`src/rtl/skinny_sbox8_dom1_dep_lanes.sv`:
```
// skinny_sbox8_dom1_dep_lanes
// NLANES parallel first-order DOM-dep masked SKINNY-128 8-bit S-boxes behind
// a valid/ready handshake. Operands and randomness are captured once per
// operation. A small sequencer waits for the four gadget layers to settle,
// then registers the output shares.
module skinny_sbox8_dom1_dep_lanes #(
    parameter int NLANES  = 1,
    parameter bit ZEROISE = 1'b1
) (
    input  logic                  clk,
    input  logic                  rst_n,
    input  logic                  in_valid,
    output logic                  in_ready,
    input  logic [8*NLANES-1:0]   si0,
    input  logic [8*NLANES-1:0]   si1,
    input  logic [16*NLANES-1:0]  r,
    output logic                  out_valid,
    input  logic                  out_ready,
    output logic [8*NLANES-1:0]   bo0,
    output logic [8*NLANES-1:0]   bo1,
    output logic                  busy
);

    typedef enum logic [1:0] {
        IDLE = 2'd0,
        EVAL = 2'd1,
        CAPT = 2'd2,
        DONE = 2'd3
    } state_t;

    state_t                 r_state;
    state_t                 w_state_next;
    logic [1:0]             r_cnt;
    logic                   w_accept;

    logic [8*NLANES-1:0]    r_si0_q;
    logic [8*NLANES-1:0]    r_si1_q;
    logic [16*NLANES-1:0]   r_r_q;

    logic [8*NLANES-1:0]    w_bo0_next;
    logic [8*NLANES-1:0]    w_bo1_next;

    assign w_accept = (r_state == IDLE) && in_valid;

    // State register
    always_ff @(posedge clk or negedge rst_n) begin
        if (!rst_n) begin
            r_state <= IDLE;
        end else begin
            r_state <= w_state_next;
        end
    end

    // Next-state logic: EVAL lasts four edges so the deepest layer has settled
    always_comb begin
        w_state_next = r_state;
        case (r_state)
            IDLE:    if (in_valid)      w_state_next = EVAL;
            EVAL:    if (r_cnt == 2'd3) w_state_next = CAPT;
            CAPT:                       w_state_next = DONE;
            DONE:    if (out_ready)     w_state_next = IDLE;
            default:                    w_state_next = IDLE;
        endcase
    end

    // Handshake outputs decoded purely from the state register
    always_comb begin
        in_ready  = (r_state == IDLE);
        out_valid = (r_state == DONE);
        busy      = (r_state != IDLE);
    end

    // Evaluation cycle counter, restarted on every accepted transfer
    always_ff @(posedge clk or negedge rst_n) begin
        if (!rst_n) begin
            r_cnt <= 2'd0;
        end else if (w_accept) begin
            r_cnt <= 2'd0;
        end else if (r_state == EVAL) begin
            r_cnt <= r_cnt + 2'd1;
        end
    end

    // Operand/randomness capture; optionally wiped once the result is taken
    always_ff @(posedge clk or negedge rst_n) begin
        if (!rst_n) begin
            r_si0_q <= '0;
            r_si1_q <= '0;
            r_r_q   <= '0;
        end else if (w_accept) begin
            r_si0_q <= si0;
            r_si1_q <= si1;
            r_r_q   <= r;
        end else if (ZEROISE && (r_state == CAPT)) begin
            r_si0_q <= '0;
            r_si1_q <= '0;
            r_r_q   <= '0;
        end
    end

    // Output share registers, loaded only in the single CAPT cycle
    always_ff @(posedge clk or negedge rst_n) begin
        if (!rst_n) begin
            bo0 <= '0;
            bo1 <= '0;
        end else if (r_state == CAPT) begin
            bo0 <= w_bo0_next;
            bo1 <= w_bo1_next;
        end
    end

    // Per-lane gadget network. Bit g of each vector belongs to gadget q<g>.
    // Gadget: x = NOT a (share 0 inverted), y = NOT b likewise.
    // Registered: x0, x1, yb = y0^r0^y1, m_s = (x_s & r0)^r1^z_s.
    // Share s output: (x_s & yb) ^ m_s, so the XOR of shares is (x & y) ^ z.
    genvar gi, gj;
    generate
        for (gi = 0; gi < NLANES; gi++) begin : gen_lane
            logic [7:0] w_b0, w_b1;
            logic [7:0] w_a0, w_a1, w_c0, w_c1, w_z0, w_z1;
            logic [7:0] w_rr0, w_rr1;
            logic [7:0] w_q0, w_q1;
            logic [7:0] r_x0, r_x1, r_yb, r_m0, r_m1;

            assign w_b0 = r_si0_q[8*gi +: 8];
            assign w_b1 = r_si1_q[8*gi +: 8];

            // Two randomness bits per gadget, q0 taking the lowest pair
            for (gj = 0; gj < 8; gj++) begin : gen_rnd
                assign w_rr0[gj] = r_r_q[16*gi + 2*gj];
                assign w_rr1[gj] = r_r_q[16*gi + 2*gj + 1];
            end

            // Gadget operands, listed q7 down to q0
            assign w_a0 = {w_q0[4], w_q0[3], w_q0[2], w_q0[1], w_q0[0], w_b0[2], w_b0[3], w_b0[7]};
            assign w_a1 = {w_q1[4], w_q1[3], w_q1[2], w_q1[1], w_q1[0], w_b1[2], w_b1[3], w_b1[7]};
            assign w_c0 = {w_q0[5], w_q0[0], w_q0[3], w_b0[3], w_q0[1], w_b0[1], w_b0[2], w_b0[6]};
            assign w_c1 = {w_q1[5], w_q1[0], w_q1[3], w_b1[3], w_q1[1], w_b1[1], w_b1[2], w_b1[6]};
            assign w_z0 = {w_b0[2], w_b0[3], w_b0[7], w_b0[1], w_b0[5], w_b0[6], w_b0[0], w_b0[4]};
            assign w_z1 = {w_b1[2], w_b1[3], w_b1[7], w_b1[1], w_b1[5], w_b1[6], w_b1[0], w_b1[4]};

            // Single register stage of every gadget in this lane
            always_ff @(posedge clk or negedge rst_n) begin
                if (!rst_n) begin
                    r_x0 <= '0;
                    r_x1 <= '0;
                    r_yb <= '0;
                    r_m0 <= '0;
                    r_m1 <= '0;
                end else begin
                    r_x0 <= ~w_a0;
                    r_x1 <= w_a1;
                    r_yb <= (~w_c0 ^ w_rr0) ^ w_c1;
                    r_m0 <= (~w_a0 & w_rr0) ^ w_rr1 ^ w_z0;
                    r_m1 <= (w_a1 & w_rr0) ^ w_rr1 ^ w_z1;
                end
            end

            assign w_q0 = (r_x0 & r_yb) ^ r_m0;
            assign w_q1 = (r_x1 & r_yb) ^ r_m1;

            assign w_bo0_next[8*gi +: 8] = {w_q0[3], w_q0[0], w_q0[1], w_q0[6],
                                            w_q0[4], w_q0[2], w_q0[5], w_q0[7]};
            assign w_bo1_next[8*gi +: 8] = {w_q1[3], w_q1[0], w_q1[1], w_q1[6],
                                            w_q1[4], w_q1[2], w_q1[5], w_q1[7]};
        end
    endgenerate

endmodule
```
`config.mk`:
```
export PLATFORM = sky130hd
export DESIGN_NAME = skinny_sbox8_dom1_dep_lanes
export DESIGN_NICKNAME = d
export VERILOG_FILES = /design/src/rtl/skinny_sbox8_dom1_dep_lanes.sv
export SDC_FILE = /design/constraint.sdc
export NUM_CORES = 1
export LEC_CHECK = 0
export ABC_AREA = 1
export CAP_MARGIN = 0
export CORE_ASPECT_RATIO = 2
export CORE_MARGIN = 2
export CORE_UTILIZATION = 30
export CTS_BUF_LIST = sky130_fd_sc_hd__clkbuf_4
export DETAILED_ROUTE_END_ITERATION = 10
export GPL_TIMING_DRIVEN = 0
export HOLD_SLACK_MARGIN = 0.02
export PLACE_DENSITY = 0.53
export SLEW_MARGIN = 20
export SYNTH_ARGS = -nofsm -noshare
export SYNTH_HDL_FRONTEND = slang
export SYNTH_SLANG_ARGS = --single-unit
```
`constraint.sdc`:
```
create_clock -name clk -period 2.8 [get_ports clk]
set_clock_uncertainty 0.15 [all_clocks]
set_input_delay 0.56 -clock clk [delete_from_list [all_inputs] [get_ports clk]]
set_output_delay 0.56 -clock clk [all_outputs]
set_load 0.05 [all_outputs]
```
==> results of run 1 <==
where the power goes:
| part | total, mW | internal [mW] | switching (mW) | leakage [nW] |
|---|---|---|---|---|
| combinational | 2.73 | 1.00 | 1.73 | 1.17 |
| sequential | 2.34 | 1.93 | 0.411 | 1.14 |
| clock | 0.695 | 0.274 | 0.421 | 0.0712 |
cell usage in the layout, fill, tap and decap left out, types with 2 or more instances in the layout:
master / count
nand2_1: 152
dfrtp_1: 92
clkdlybuf4s50_1: 51
nand3_1: 44
inv_1: 33
xor2_1: 22
o21ai_0: 15
xnor2_1: 14
o21ai_1: 14
clkbuf_4: 10
nand3b_1: 7
buf_2: 7
nor2_1: 5
ha_1: 5
buf_6: 4
o21bai_1: 2
xnor2_2: 2
clkinv_2: 2
clkinv_1: 2
dlygate4sd2_1: 2
cells by family after synthesis:
logic type	count (synthesis)	synth area share [%]
adders and majority gates	5	1.58
buffers and inverters	45	5.12
AOI/OAI and AO/OA	33	4.39
and+or+nand+nor	209	22.0
DFF	92	58.1
xor gates and xnor gates	38	8.78
metal layers:
layer  vias to the layer above  routed length, um
li1                       1462                  -
met1                      1341               3080
met2                        49               5060
met3                        16                255
met4                         0                328
met5                         -                  0
critical path: stages (launching register included):
cell and delay [ns]:
dfrtp_1 0.42, ha_1 0.18, clkdlybuf4s50_1 0.80
repair_timing:
item,in CTS,in global routing
hold buffers,1,0
setup endpoints to repair,2,0
resized for setup,2,0
hold endpoints to repair,27,0
flip-flops by register name (all words and copies together), names as in the netlist:
name and count:
r_r_q 16, bo0 8, bo1 8, gen_lane.r_m0 8, gen_lane.r_m1 8, gen_lane.r_x0 8, gen_lane.r_x1 8, gen_lane.r_yb 8
gen_lane.w_b0 8, gen_lane.w_b1 8, r_cnt 2, r_state 2
worst max-delay path by stage:
stage	end	slack, ns	depth (start not counted)
global route	out_valid	0.17	2
floorplan	busy	0.66	3
global placement	bo0[5]$_DFFE_PN0P_	-2.31	1
finish	out_valid	0.27	2
detailed placement	in_ready	0.46	3
CTS	out_valid	0.22	2
metrics by stage:
stage	setup WS (ns)	cell area, um2
3_3_place_gp	-2.31	4690
6_report	0.271	4860
2_1_floorplan	0.661	3960
3_5_place_dp	0.456	4720
4_1_cts	0.219	4860
5_1_grt	0.172	4860
area by class of cell:
class	count	share of cell area, %
Tap cell	152	3.91
Antenna cell	1	0.0515
Multi-Input combinational cell	285	30.0
Timing Repair Buffer	56	11.9
Sequential cell	92	47.3
Buffer	10	1.42
Clock inverter	6	1.13
Clock buffer	10	1.54
Inverter	35	2.75
==> summary.md, run 1 <==
| Metric | Value |
|---|---|
| Post-CTS setup buffer count | 0 |
| Max Fclk | approximately 400 MHz |
| Final setup TNS | 0 ns |
| GR Overflow Total | 0 |
| Vias in the first global route | 2891 |
| Worst-Margin Slew | around 0.5 ns |
| Seq/Total Area, Yosys | 58.1% |
| Final Hold Vio Count | 0 |
| Initial antenna violation count | 1 |
| Asr flop ratio synth | between 90% and 100% |
| Routed vias | 2868 |
| Clk buf depth | 2 |
| Hold Crit Depth | 0 |
| Mapped Avg Cell Area | 9.39 um2 |
| Reg2reg start | r_state[0]$_DFFE_PN0P_ |
| Initial DRT Pass Iterations | 4 |
| CP Launch Type | flop |
| RePlAce Congestion | ~0.8 |
| Reg clk slew, reported paths | between 0.1 and 0.15 ns |
| Final Setup Violations | 0 |
| CTS tree | built |
| Part of the cycle the worst path needs | about nine tenths |
| Register Area | 2300 um2 |
| Max H-tree Level | 3 |
| Post-synth EDFFs | 0 |
| Ys Warns | 0 |
| RSZ-0062 raised after global routing | no |
| Vias/cell | 4.43 |
| Worst Setup End Kind | primary output |
| Die W | ~85 um |
| Register bit count reported by yosys | 92 |
| Largest net degree at the start of global routing | 66 |
| # fillers | 1331 |
| Worst Hold Slack | 0.321 ns |
| Status | completed |
| Final wirelength | 8730 um |
| Critical hold path startpoint | gen_lane[0].w_b1[7]$_DFFE_PN0P_ |
| Post-Syn Area | 3960 um2 |
| Max-cap viol count | 0 |
| Crit path max fanout | 4 |
| Most frequent cells after synthesis | nand2_1, dfrtp_1, nand3_1, inv_1, xor2_1 |
| CTS Buf Count | 9 |
| Detail Route Antenna Nets | 0 |
| # clock sinks | just over 90 |
| Max_slew headroom | 66.2% |
| Core area | between 10000 and 15000 um2 |
| Grt met1 use | roughly an eighth |
| Min cycle time layout | 2.53 ns |
| End of the worst hold path | gen_lane[0].r_x1[0]$_DFF_PN0_ |
| WL/cell | 13.5 um |
| Root Buffer | clkbuf_4 |
| Area of the multi-input gates | roughly 1500 um2 |
| Reg2Reg Setup Slack | 1.11 ns |
| Pwr per Cell Area | roughly 1200 nW/um2 |
| Synth area leader | dfrtp_1 |
| GR Util met3 | 2.28% |
| Initial Utilization | 30.5% |
| Io pins | 55 |
| Die area | 14200 um2 |
| Worst hold-check path type | reg -> reg |
| Top-count cell post-synth | nand2_1 |
| Post-synthesis cell count | 422 |
| R2r worst-path depth | 6 |
| Post-route insts no fill | 647 |
| Synth unique cells | 20 |
| Die Y-Extent | 167 um |
| Synthesized Nets | between 400 and 500 |
| Layout area overhead | 22.7% |
| Final core occ | 37.4% |
| DRC viols | 0 |
| Detailed Place HPWL | about 6900 um |
| Area share of the largest cell type after synthesis | 58.1% |
| Placed insts | roughly 630 |
| Worst-skew pair later-pin latency | 0.42 ns |
| Ratio of cells with drive above 1 in the final layout | ~6.3% |
| Leakage Power | about 2.4 nW |
| Synth top area cells | dfrtp_1, nand2_1, nand3_1 |
| FF-to-FF End | gen_lane[0].w_b0[5]$_DFFE_PN0P_ |
| Most used routing layer | met2 |
| VDD IR max | about 0.48 mV |
| Max-slew violation count | 0 |
| Final Power | 5.77 mW |
| Launch point of the worst path | r_state[0]$_DFFE_PN0P_ |
| Met2 usage | 25.0% |
| Crit path arrival time | 1.82 ns |
| IO buf count | 54 |
| Global-route wire length before repair | 14300 um |
| WP data required | 2.09 ns |
| Rows | 59 |
| Drt first-iter violations | 97 |
| WS Path Type | reg -> out |
| GRT Util Overall | 13.2% |
| Post-synth top flop | dfrtp_1 |
| # nets final | between 500 and 600 |
(Power assumes the default switching activity.)
==> inputs of run 2 (changes only) <==
CORE_UTILIZATION = 45   (was 30)
PLACE_DENSITY = 0.72   (was 0.53)
==> run 2 against run 1 <==
Global-route usage is 5.1 points higher. Power rose by 3.1%. Hold slack improved by 0.0069 ns. Clock-buffer cell count stayed put. Combinational power about the same. Sequential power about the same. Highest routed layer unchanged.
==> summary.md, run 2 (synthesized netlist as in run 1, its figures left out) <==
| Metric | Value |
|---|---|
| Crit path arrival time | 1.85 ns (was 1.82 ns) |
| Die Y-Extent | 137 um (was 167 um) |
| Part of the cycle the worst path needs | 91.5% (was 90.3%) |
| Max H-tree Level | 3 (unchanged) |
| Worst Setup End Kind | primary output (unchanged) |
| Reg clk slew, reported paths | 0.13 ns (was 0.14 ns) |
| Area of the multi-input gates | 1460 um2 (unchanged) |
| Min cycle time layout | 2.56 ns (was 2.53 ns) |
| Worst-Margin Slew | 0.602 ns (was 0.506 ns) |
| Drt first-iter violations | 181 (was 97) |
| Vias in the first global route | 2907 (was 2891) |
| Detail Route Antenna Nets | 0 (unchanged) |
| # fillers | 773 (was 1331) |
| Ratio of cells with drive above 1 in the final layout | 6.28% (unchanged) |
| Register Area | 2300 um2 (unchanged) |
| Worst hold-check path type | reg -> reg (unchanged) |
| # nets final | 530 (unchanged) |
| Rows | 48 (was 59) |
| Routed vias | 2902 (was 2868) |
| Number of flip-flops in the largest register | 16 (unchanged) |
| CTS Buf Count | 9 (unchanged) |
| Initial antenna violation count | 1 (unchanged) |
| CP Launch Type | flop (unchanged) |
| RSZ-0062 raised after global routing | no (unchanged) |
| Largest net degree at the start of global routing | 48 (was 66) |
| WS Path Type | reg -> out (unchanged) |
| Final Hold Vio Count | 0 (unchanged) |
| Worst Hold Slack | 0.328 ns (was 0.321 ns) |
| Die W | 70.4 um (was 85.3 um) |
| Initial DRT Pass Iterations | 5 (was 4) |
| VDD IR max | 0.485 mV (was 0.477 mV) |
| Final worst slack | 0.238 ns (was 0.271 ns) |
| Place WS | 0.471 ns (was 0.456 ns) |
| Worst-skew pair later-pin latency | 0.45 ns (was 0.42 ns) |
| DRC viols | 0 (unchanged) |
| Reg with most FFs | r_r_q (unchanged) |
| Final wirelength | 7990 um (was 8730 um) |
| Pwr per Cell Area | 1230 nW/um2 (was 1190 nW/um2) |
| Die area | 9620 um2 (was 14200 um2) |
| Max-slew violation count | 0 (unchanged) |
| Root Buffer | clkbuf_4 (unchanged) |
| Crit path max fanout | 4 (unchanged) |
| Max_slew headroom | 59.8% (was 66.2%) |
| GRT Util Overall | 18.3% (was 13.2%) |
| Max-cap viol count | 0 (unchanged) |
| Initial Utilization | 46.1% (was 30.5%) |
| Commonest non-fill, non-tap cell in the layout | nand2_1 (unchanged) |
| Max Fclk | 390 MHz (was 395 MHz) |
| Status | completed (unchanged) |
| RePlAce Congestion | 0.782 (was 0.786) |
| IO buf count | 54 (unchanged) |
| Final Setup Violations | 0 (unchanged) |
| Global-route wire length before repair | 13400 um (was 14300 um) |
| WP data required | 2.09 ns (about the same) |
| # clock sinks | 92 (unchanged) |
| CTS tree | built (unchanged) |
| Vias/cell | 4.88 (was 4.43) |
| Core area | 8590 um2 (was 13000 um2) |
| Leakage Power | 2.41 nW (was 2.39 nW) |
| Layout area overhead | 22.2% (was 22.7%) |
| Commonest non-fill, non-tap cells in the layout | nand2_1, dfrtp_1, clkdlybuf4s50_1 (unchanged) |
| Clk buf depth | 2 (unchanged) |
| Io pins | 55 (unchanged) |
| Detailed Place HPWL | 6150 um (was 6920 um) |
| WL/cell | 13.4 um (was 13.5 um) |
| Final Power | 5.94 mW (was 5.77 mW) |
| GR Overflow Total | 0 (unchanged) |
run 2: timing repair:
action / 4_1_cts / 5_1_grt
resized for setup: 2 / 0
hold buffers: 1 / 0
setup endpoints to repair: 2 / 0
endpoints found under the hold margin: 46 / 0
setup buffers: 0 / 0
run 2: final cells by class:
type,instances,area share (%)
clock buffer,10,1.55
inverter,35,2.77
timing repair buffer,56,11.8
antenna,1,0.0517
sequential,92,47.6
buffer,10,1.42
multi-input combinational,285,30.1
clock inverter,6,2.12
tap,100,2.58
run 2: final timing paths:
check | end | depth (start not counted) | slack (ns) | from
worst max-delay path | out_valid | 2 | 0.24 | r_state[1]$_DFFE_PN0P_
worst min-delay path | gen_lane[0].r_x1[0]$_DFF_PN0_ | 0 | 0.33 | gen_lane[0].w_b1[7]$_DFFE_PN0P_
worst max register to register | r_r_q[6]$_DFFE_PN0P_ | 5 | 1.19 | r_state[0]$_DFFE_PN0P_
worst min register to register | gen_lane[0].r_x1[0]$_DFF_PN0_ | 0 | 0.33 | gen_lane[0].w_b1[7]$_DFFE_PN0P_
max in group asynchronous | gen_lane[0].w_b1[5]$_DFFE_PN0P_ | 3 | 1.39 | rst_n
min in group asynchronous | bo1[0]$_DFFE_PN0P_ | 2 | 0.48 | rst_n
run 2: where the power goes:
| group | leakage [nW] | switching, mW | internal [mW] | total (mW) |
|---|---|---|---|---|
| combinational | 1.17 | 1.71 | 1.00 | 2.72 |
| clock | 0.0955 | 0.428 | 0.455 | 0.883 |
| sequential | 1.14 | 0.411 | 1.93 | 2.34 |
run 2: critical path: stages (launching register included):
cell and delay [ns]:
dfrtp_1 0.42, ha_1 0.18, clkdlybuf4s50_1 0.81
run 2: routing by layer:
layer | part of all wire [%] | GRT usage [%] | vias up
met3 | 2.4 | 2.43 | 10
li1 | - | - | 1468
met5 | 0 | 0 | -
met4 | 2.2 | 8.33 | 0
met2 | 59 | 36.2 | 50
met1 | 37 | 18.3 | 1374
run 2: per-stage QoR:
stage          instances  setup TNS, ns  util [%]  cell area, um2
2_1_floorplan        422              0         -            3960
3_3_place_gp         576        -194.01      53.9            4630
3_5_place_dp         577              0      54.2            4650
4_1_cts              594              0      56.3            4840
5_1_grt              595              0      56.4            4840
6_report             595              0      56.4            4840
